### src/rtl/uart_cmd_parser.sv
// Frames the UART byte stream as SOF/CMD/ARG/CHK. Only checksum-clean frames update
// key_value/cmd_arg. Bad checksums and inter-byte timeouts are reported and counted.
`timescale 1ns/1ps
module uart_cmd_parser #(
  parameter logic [7:0]  SOF         = 8'hAA,
  parameter int unsigned TIMEOUT_CYC = 1_000_000
) (
  input  logic       clk,
  input  logic       rst_n,
  input  logic [7:0] rx_data,
  input  logic       rx_valid,
  output logic [7:0] key_value,
  output logic [7:0] cmd_arg,
  output logic       cmd_valid,
  output logic       frame_err,
  output logic       timeout_err,
  output logic [7:0] err_cnt,
  output logic       busy
);

  localparam int unsigned     CNT_W    = (TIMEOUT_CYC > 2) ? $clog2(TIMEOUT_CYC) : 1;
  localparam logic [CNT_W-1:0] CNT_LAST = CNT_W'(TIMEOUT_CYC - 1);

  localparam logic [1:0] ST_IDLE    = 2'd0;
  localparam logic [1:0] ST_GET_CMD = 2'd1;
  localparam logic [1:0] ST_GET_ARG = 2'd2;
  localparam logic [1:0] ST_GET_CHK = 2'd3;

  logic [1:0]       state_q, state_d;
  logic [CNT_W-1:0] cnt_q, cnt_d;
  logic [7:0]       key_q, key_d;
  logic [7:0]       arg_q, arg_d;
  logic [7:0]       cmd_sh_q, cmd_sh_d;
  logic [7:0]       arg_sh_q, arg_sh_d;
  logic [7:0]       err_cnt_q, err_cnt_d;
  logic             cmd_valid_q, cmd_valid_d;
  logic             frame_err_q, frame_err_d;
  logic             timeout_err_q, timeout_err_d;

  function automatic logic [7:0] chk_sum(input logic [7:0] a, input logic [7:0] b);
    return a + b;
  endfunction

  function automatic logic [7:0] sat_inc(input logic [7:0] v);
    return (v == 8'hFF) ? v : v + 8'd1;
  endfunction

  always_comb begin
    state_d       = state_q;
    cnt_d         = cnt_q;
    key_d         = key_q;
    arg_d         = arg_q;
    cmd_sh_d      = cmd_sh_q;
    arg_sh_d      = arg_sh_q;
    cmd_valid_d   = 1'b0;
    frame_err_d   = 1'b0;
    timeout_err_d = 1'b0;

    if (rx_valid) begin
      // Any consumed byte restarts the inter-byte timer, so a byte in the expiry cycle wins.
      cnt_d = '0;
      case (state_q)
        ST_IDLE: begin
          if (rx_data == SOF) state_d = ST_GET_CMD;
        end
        ST_GET_CMD: begin
          cmd_sh_d = rx_data;
          state_d  = ST_GET_ARG;
        end
        ST_GET_ARG: begin
          arg_sh_d = rx_data;
          state_d  = ST_GET_CHK;
        end
        default: begin
          if (rx_data == chk_sum(cmd_sh_q, arg_sh_q)) begin
            key_d       = cmd_sh_q;
            arg_d       = arg_sh_q;
            cmd_valid_d = 1'b1;
          end else begin
            frame_err_d = 1'b1;
          end
          state_d = ST_IDLE;
        end
      endcase
    end else if (state_q == ST_IDLE) begin
      cnt_d = '0;
    end else if (cnt_q == CNT_LAST) begin
      state_d       = ST_IDLE;
      cnt_d         = '0;
      timeout_err_d = 1'b1;
    end else begin
      cnt_d = cnt_q + CNT_W'(1);
    end

    err_cnt_d = (frame_err_d || timeout_err_d) ? sat_inc(err_cnt_q) : err_cnt_q;
  end

  always_ff @(posedge clk or negedge rst_n) begin
    if (!rst_n) begin
      state_q       <= ST_IDLE;
      cnt_q         <= '0;
      key_q         <= 8'h00;
      arg_q         <= 8'h00;
      err_cnt_q     <= 8'h00;
      cmd_valid_q   <= 1'b0;
      frame_err_q   <= 1'b0;
      timeout_err_q <= 1'b0;
    end else begin
      state_q       <= state_d;
      cnt_q         <= cnt_d;
      key_q         <= key_d;
      arg_q         <= arg_d;
      err_cnt_q     <= err_cnt_d;
      cmd_valid_q   <= cmd_valid_d;
      frame_err_q   <= frame_err_d;
      timeout_err_q <= timeout_err_d;
    end
  end

  // Shadows are always written before use in a frame, so they carry no reset.
  always_ff @(posedge clk) begin
    cmd_sh_q <= cmd_sh_d;
    arg_sh_q <= arg_sh_d;
  end

  assign key_value   = key_q;
  assign cmd_arg     = arg_q;
  assign cmd_valid   = cmd_valid_q;
  assign frame_err   = frame_err_q;
  assign timeout_err = timeout_err_q;
  assign err_cnt     = err_cnt_q;
  assign busy        = (state_q != ST_IDLE);

  a_pulse_onehot: assert property (@(posedge clk) disable iff (!rst_n)
    $onehot0({cmd_valid_q, frame_err_q, timeout_err_q}));

endmodule

### config.mk
export PLATFORM = sky130hd
export DESIGN_NAME = uart_cmd_parser
export DESIGN_NICKNAME = d
export VERILOG_FILES = /design/src/rtl/uart_cmd_parser.sv
export SDC_FILE = /design/constraint.sdc
export NUM_CORES = 1
export LEC_CHECK = 0
export ABC_AREA = 1
export BUFFER_PORTS_ARGS = -buffer_cell sky130_fd_sc_hd__buf_2
export CAP_MARGIN = 10
export CORE_MARGIN = 4
export CORE_UTILIZATION = 45
export CTS_CLUSTER_DIAMETER = 200
export DETAILED_ROUTE_END_ITERATION = 16
export GPL_TIMING_DRIVEN = 0
export REMOVE_ABC_BUFFERS = 1
export SLEW_MARGIN = 20
export SYNTH_ARGS = -nofsm -noshare
export SYNTH_HDL_FRONTEND = slang
export SYNTH_SLANG_ARGS = --single-unit
### constraint.sdc
create_clock -name clk -period 3.19 [get_ports clk]
set_input_delay 0.638 -clock clk [delete_from_list [all_inputs] [get_ports clk]]
set_output_delay 0.638 -clock clk [all_outputs]
set_load 0.02 [all_outputs]
# Yosys cells after proc, flatten, opt, wreduce, memory -nomap -nowiden
# Cells that the tools add are included.
# Widths: inputs -> output; s select.
[word_totals]
ff_bits = 65
out_inout_bits = 28
[classes]
add_sub_neg = 3
eq_ne = 8
mux = 17
bitwise_logic = 2
n_reduce_logical = 10
[ops]
columns = ["cell", "count"]
rows = [
  ["$mux 20", 3],
  ["$add 20x1->20 const B", 1],
  ["$eq 20x20->1 const B", 1],
  ["$eq 8x8->1 const B", 2],
  ["$mux 1", 9],
  ["$add 8x1->8 const B", 1],
  ["$add 8x8->8", 1],
  ["$eq 8x8->1", 1],
  ["$mux 2", 4],
  ["$pmux 2 s3", 1],
  ["$reduce_and 2->1", 3],
  ["$reduce_and 3->1", 2],
  ["$ne 2x2->1 const B", 2],
  ["$reduce_bool 2->1", 2],
  ["$reduce_or 3->1", 1],
  ["$eq 2x1->1 const B", 1],
  ["$eq 2x2->1 const B", 1],
  ["$logic_not 2->1", 1],
  ["$not 1->1", 2],
  ["$logic_or 1x1->1", 1],
]

# Depth between registers and ports, before layout
[logic_depth]
word_depth = 7
mapped_depth = 17
mapped_depth_nobuf = 16

# Worst setup path after synthesis
# No wires, ideal clock.
[synth_timing]
kind = "reg2reg"
startpoint = "reg cmd_sh_q[0]"
endpoint = "reg key_q[1], in the netlist key_value[1]"
t_arrival_ps = 1996
required_time_ps = 3073
slack_ps = 1077
path_stages_with_launch = 14
n_path_buf = 1
period_less_slack_ps = 2113
path_cell_list = "edfxtp_1 ha_1 fa_1 xnor2_1 nand2_1 nor2_1 nand2_1 nor2_1 nand3_2 inv_2 nand2_4 buf_2 nand2_1 nand2_1"
[synth_between]
elab_chain_cells = 3
[synth_rtl]
columns = ["element", "line", "source"]
rows = [
  ["start: declaration", "33", "logic [7:0] cmd_sh_q, cmd_sh_d;"],
  ["start signal: assignment", "122", "cmd_sh_q <= cmd_sh_d;"],
  ["$add 8x8->8", "41", "return a + b;"],
  ["$eq 8x8->1", "75", "if (rx_data == chk_sum(cmd_sh_q, arg_sh_q)) begin"],
  ["$reduce_and 3->1 (no line)", "n/a", ""],
  ["end signal: assignment", "111", "key_q <= key_d;"],
  ["end: declaration", "31", "logic [7:0] key_q, key_d;"],
]
# No other way between the ends.
# A chain may end at the register's enable or synchronous reset.

# Final worst setup path
[layout_timing]
startpoint = "reg arg_sh_q[0]"
endpoint = "reg key_q[0], in the netlist key_value[0]"
[layout_between]
elab_chain_cells = 3
[layout_rtl]
columns = ["element", "line", "source"]
rows = [
  ["start: declaration", "34", "logic [7:0] arg_sh_q, arg_sh_d;"],
  ["start signal: assignment", "123", "arg_sh_q <= arg_sh_d;"],
  ["$add 8x8->8", "41", ""],
  ["$eq 8x8->1", "75", ""],
  ["$reduce_and 3->1 (no line)", "n/a", ""],
]
# No other way between the ends.

==> impl_metrics.yaml <==
min_path:
  hp-class: "in2async"
worst_setup_path:
  cp_num_buf_inv: 2
  crit_fanout: 19
  worstPathArrival_ns: 2.72
  path_class: "reg2reg"
  critPathLaunchType: "flip-flop"
  required_ns: 3.46
  rr_worst_depth: 15
  end_kind: "flip-flop"
  cp.depth: 15
  r2r_start: "arg_sh_q[0]$_DFFE_PP_"
  cpLargestDelayFamily: "simple AND/OR/NAND/NOR gates"
  r2r_end: "key_value[0]$_DFFE_PN0P_"
  critical_path.slowest_cell: "edfxtp_1"
  worstPathCellList: "ha_1 > fa_1 > nand2_1 > nand2_1 > nand3b_1 > nand2_1 > nand2_1 > nand2_1 > nor2_1 > nand3_2 > inv_2 > nand2_4 > inv_4 > nand2_1 > nand2_1"
  path_common_cell: "nand2_1"
  max_stage_delay_ns: 0.41
  rrSetupSlack_ns: 0.74
die:
  num_rows: 30
  die_w_um: 93.35
  fp.dieArea_um2: 8714
  initial_core_util_pct: 47.21
  core_area_um2: 6944
  io_pins: 39
  die_h_um: 93.35
clock_network:
  cts_setup_buffers: 0
  cts_resized: 0
  numCtsBuffers: 9
  path_clk_slew_ns: 0.07
  cts_buffer_depth: 2
  ctsHoldBuffers: 0
  clock_sinks: 65
  insertion_delay_ns: 0.34
  h-tree-depth: 3
  cts_tree: "yes"
  root_buffer: "clkbuf_8"
status:
  status: "complete, no violations"
timing:
  slew_violations: 0
  setup_viol: 0
  post-route-min-period_ns: 2.453
  worst_pin_slew_ns: 0.6475
  hold_viol: 0
  fin_worst_skew_ns: 0.009698
  tns_ns: 0
  grt_setup_unrepaired: "no"
  maxSlewHeadroom_pct: 56.83
  fmax_mhz: 407.7
  fin_crit_sh_pct: 76.88
drt:
  route.detailed.drc: 0
  totalWireLength_mm: 6.237
  ant_nets: 0
  via_per_inst: 4.725
  num_vias: 2490
  avgRoutedWirePerCell_um: 11.83
  firstDrtPassIters: 4
  drt-initial-drc-count: 134
global_route:
  grt_pass1_wl_mm: 10.68
  grt_remaining_overflow: 0
  grtUsageTotal_pct: 15.68
  grt_max_degree: 50
  antenna_found_initial: 0
  first_global_vias: 2352
synthesis:
  synth_edf_count: 16
  synth_top_flop_cell: "dfrtp_1"
  synthCells: 379
  synth_area_um2: 3278
  ys_types: 33
  synthArstFlopShare_pct: 75.38
  avgSynthCellArea_um2: 8.649
  ys_seq_elements: 65
  ys_warn_count: 0
  synth_seq_area_share_pct: 52.06
finish:
  diodes: 0
  fin_cells: 527
  final_nets: 451
  fin_util_pct: 54.20
  drive_above_1_share_pct: 15.78
  area.growth.synth_to_final_pct: 14.81
pwr:
  p_int_mw: 1.424
  p_per_area_nw_per_um2: 536.9
  vdd_drop_max_uv: 251.1
  power.share.sequential_pct: 47.2
  pwr-share-clk_pct: 33.7
  combPwrFrac_pct: 19.2
  p_sw_mw: 0.5971
  p_sw_share_pct: 29.55
  leakagePower_nw: 1.924
place:
  place.gp.congestion: 0.8029
  io_buffers: 38
  dp_cells: 511
  dpl.hpwl_mm: 4.505
flow_run:
  drv_cap: 0
-- logic make-up after synthesis --
family | synth area share, %
XOR/XNOR | 4.007
flip-flops | 52.06
AND/OR/NAND/NOR | 28.28
adder cells (fa/ha/maj) | 5.573
AO/OA/AOI/OAI | 4.237
buffers and inverters | 5.840
-- cell usage after synthesis (2+ instances only) --
| library cell | number | area, um^2 |
|---|---|---|
| nor2_1 | 34 | 127.6 |
| edfxtp_1 | 16 | 480.5 |
| nand3_2 | 2 | 20.02 |
| nand3b_1 | 4 | 30.03 |
| ha_1 | 13 | 162.7 |
| nor2_2 | 2 | 12.51 |
| nor3_1 | 5 | 25.02 |
| xnor2_1 | 4 | 35.03 |
| nand2_2 | 4 | 25.02 |
| inv_2 | 2 | 7.510 |
| o21ai_0 | 10 | 50.05 |
| dfrtp_1 | 49 | 1226 |
| nor3b_1 | 2 | 15.01 |
| o21ai_1 | 2 | 10.01 |
| nor2_4 | 2 | 22.52 |
| nand3_1 | 25 | 125.1 |
| nand2_1 | 126 | 473.0 |
| inv_1 | 43 | 161.4 |
| nand2_4 | 2 | 22.52 |
| nand4_1 | 2 | 12.51 |
| a21oi_1 | 8 | 40.04 |
| xor2_1 | 11 | 96.34 |
-- sequential cells by signal, summed over array words and instances, names as in the netlist --
register / count
key_value: 8
cmd_valid: 1
arg_sh_q: 8
cnt_q: 20
frame_err: 1
err_cnt: 8
state_q: 2
timeout_err: 1
cmd_arg: 8
cmd_sh_q: 8
-- cell type report --
class / instances / area (um^2)
fillers: 657 / 3181
flip-flops and latches: 65 / 1707
multi-input cells: 266 / 1380
repair buffers: 38 / 192.7
inverters: 46 / 175.2
clock buffers: 13 / 148.9
well taps: 96 / 120.1
clock inverters: 3 / 40.04
-- power groups by stage --
stage / combinational (mW) / clock, mW / sequential (mW)
6_report: 0.387 / 0.680 / 0.953
3_5_place_dp: 0.394 / 0 / 0.970
2_1_floorplan: 0.266 / 0 / 0.979
4_1_cts: 0.395 / 0.697 / 0.954
5_1_grt: 0.454 / 0.736 / 0.963
3_3_place_gp: 0.386 / 0 / 0.969
-- cell usage in the layout (no fill, tap or decap), types with 3 or more instances in the layout --
cell type	count
nand2_1	126
inv_1	43
clkbuf_8	10
nor3_1	5
dfrtp_1	49
buf_2	37
o21ai_0	10
ha_1	13
xnor2_1	4
nor2_1	34
clkbuf_1	3
a21oi_1	8
nand3b_1	4
xor2_1	11
nand3_1	25
edfxtp_1	16
nand2_2	4
-- routing by layer --
layer | part of all wire (%) | vias to the layer above | global-route usage [%]
met3 | 4.5 | 9 | 4.264
met4 | 1.5 | 0 | 6.227
met5 | 0 | - | 0
met1 | 51 | 1130 | 21.78
li1 | - | 1303 | -
met2 | 43 | 48 | 23.17
-- per-stage QoR --
stage | setup WS, ns | area, um^2 | hold slack, ns | power (mW)
6_report | 0.7375 | 3764 | 0.3251 | 2.021
2_1_floorplan | 1.126 | 3262 | 0.3424 | 1.245
3_5_place_dp | 0.7653 | 3575 | 0.4600 | 1.364
4_1_cts | 0.7330 | 3764 | 0.3433 | 2.046
3_3_place_gp | 0.8068 | 3572 | 0.4504 | 1.355
5_1_grt | 0.4888 | 3764 | 0.3632 | 2.153
-- how the worst max path moves through the flow --
stage                               end             startpoint
2_1_floorplan    err_cnt[5]$_DFFE_PN0P_  cmd_sh_q[0]$_DFFE_PP_
3_3_place_gp   key_value[2]$_DFFE_PN0P_  cmd_sh_q[0]$_DFFE_PP_
3_5_place_dp   key_value[2]$_DFFE_PN0P_  arg_sh_q[0]$_DFFE_PP_
4_1_cts        key_value[2]$_DFFE_PN0P_  arg_sh_q[0]$_DFFE_PP_
5_1_grt          cmd_arg[2]$_DFFE_PN0P_  arg_sh_q[0]$_DFFE_PP_
6_report       key_value[0]$_DFFE_PN0P_  arg_sh_q[0]$_DFFE_PP_
Note: power is estimated with default switching activity, not from simulation.
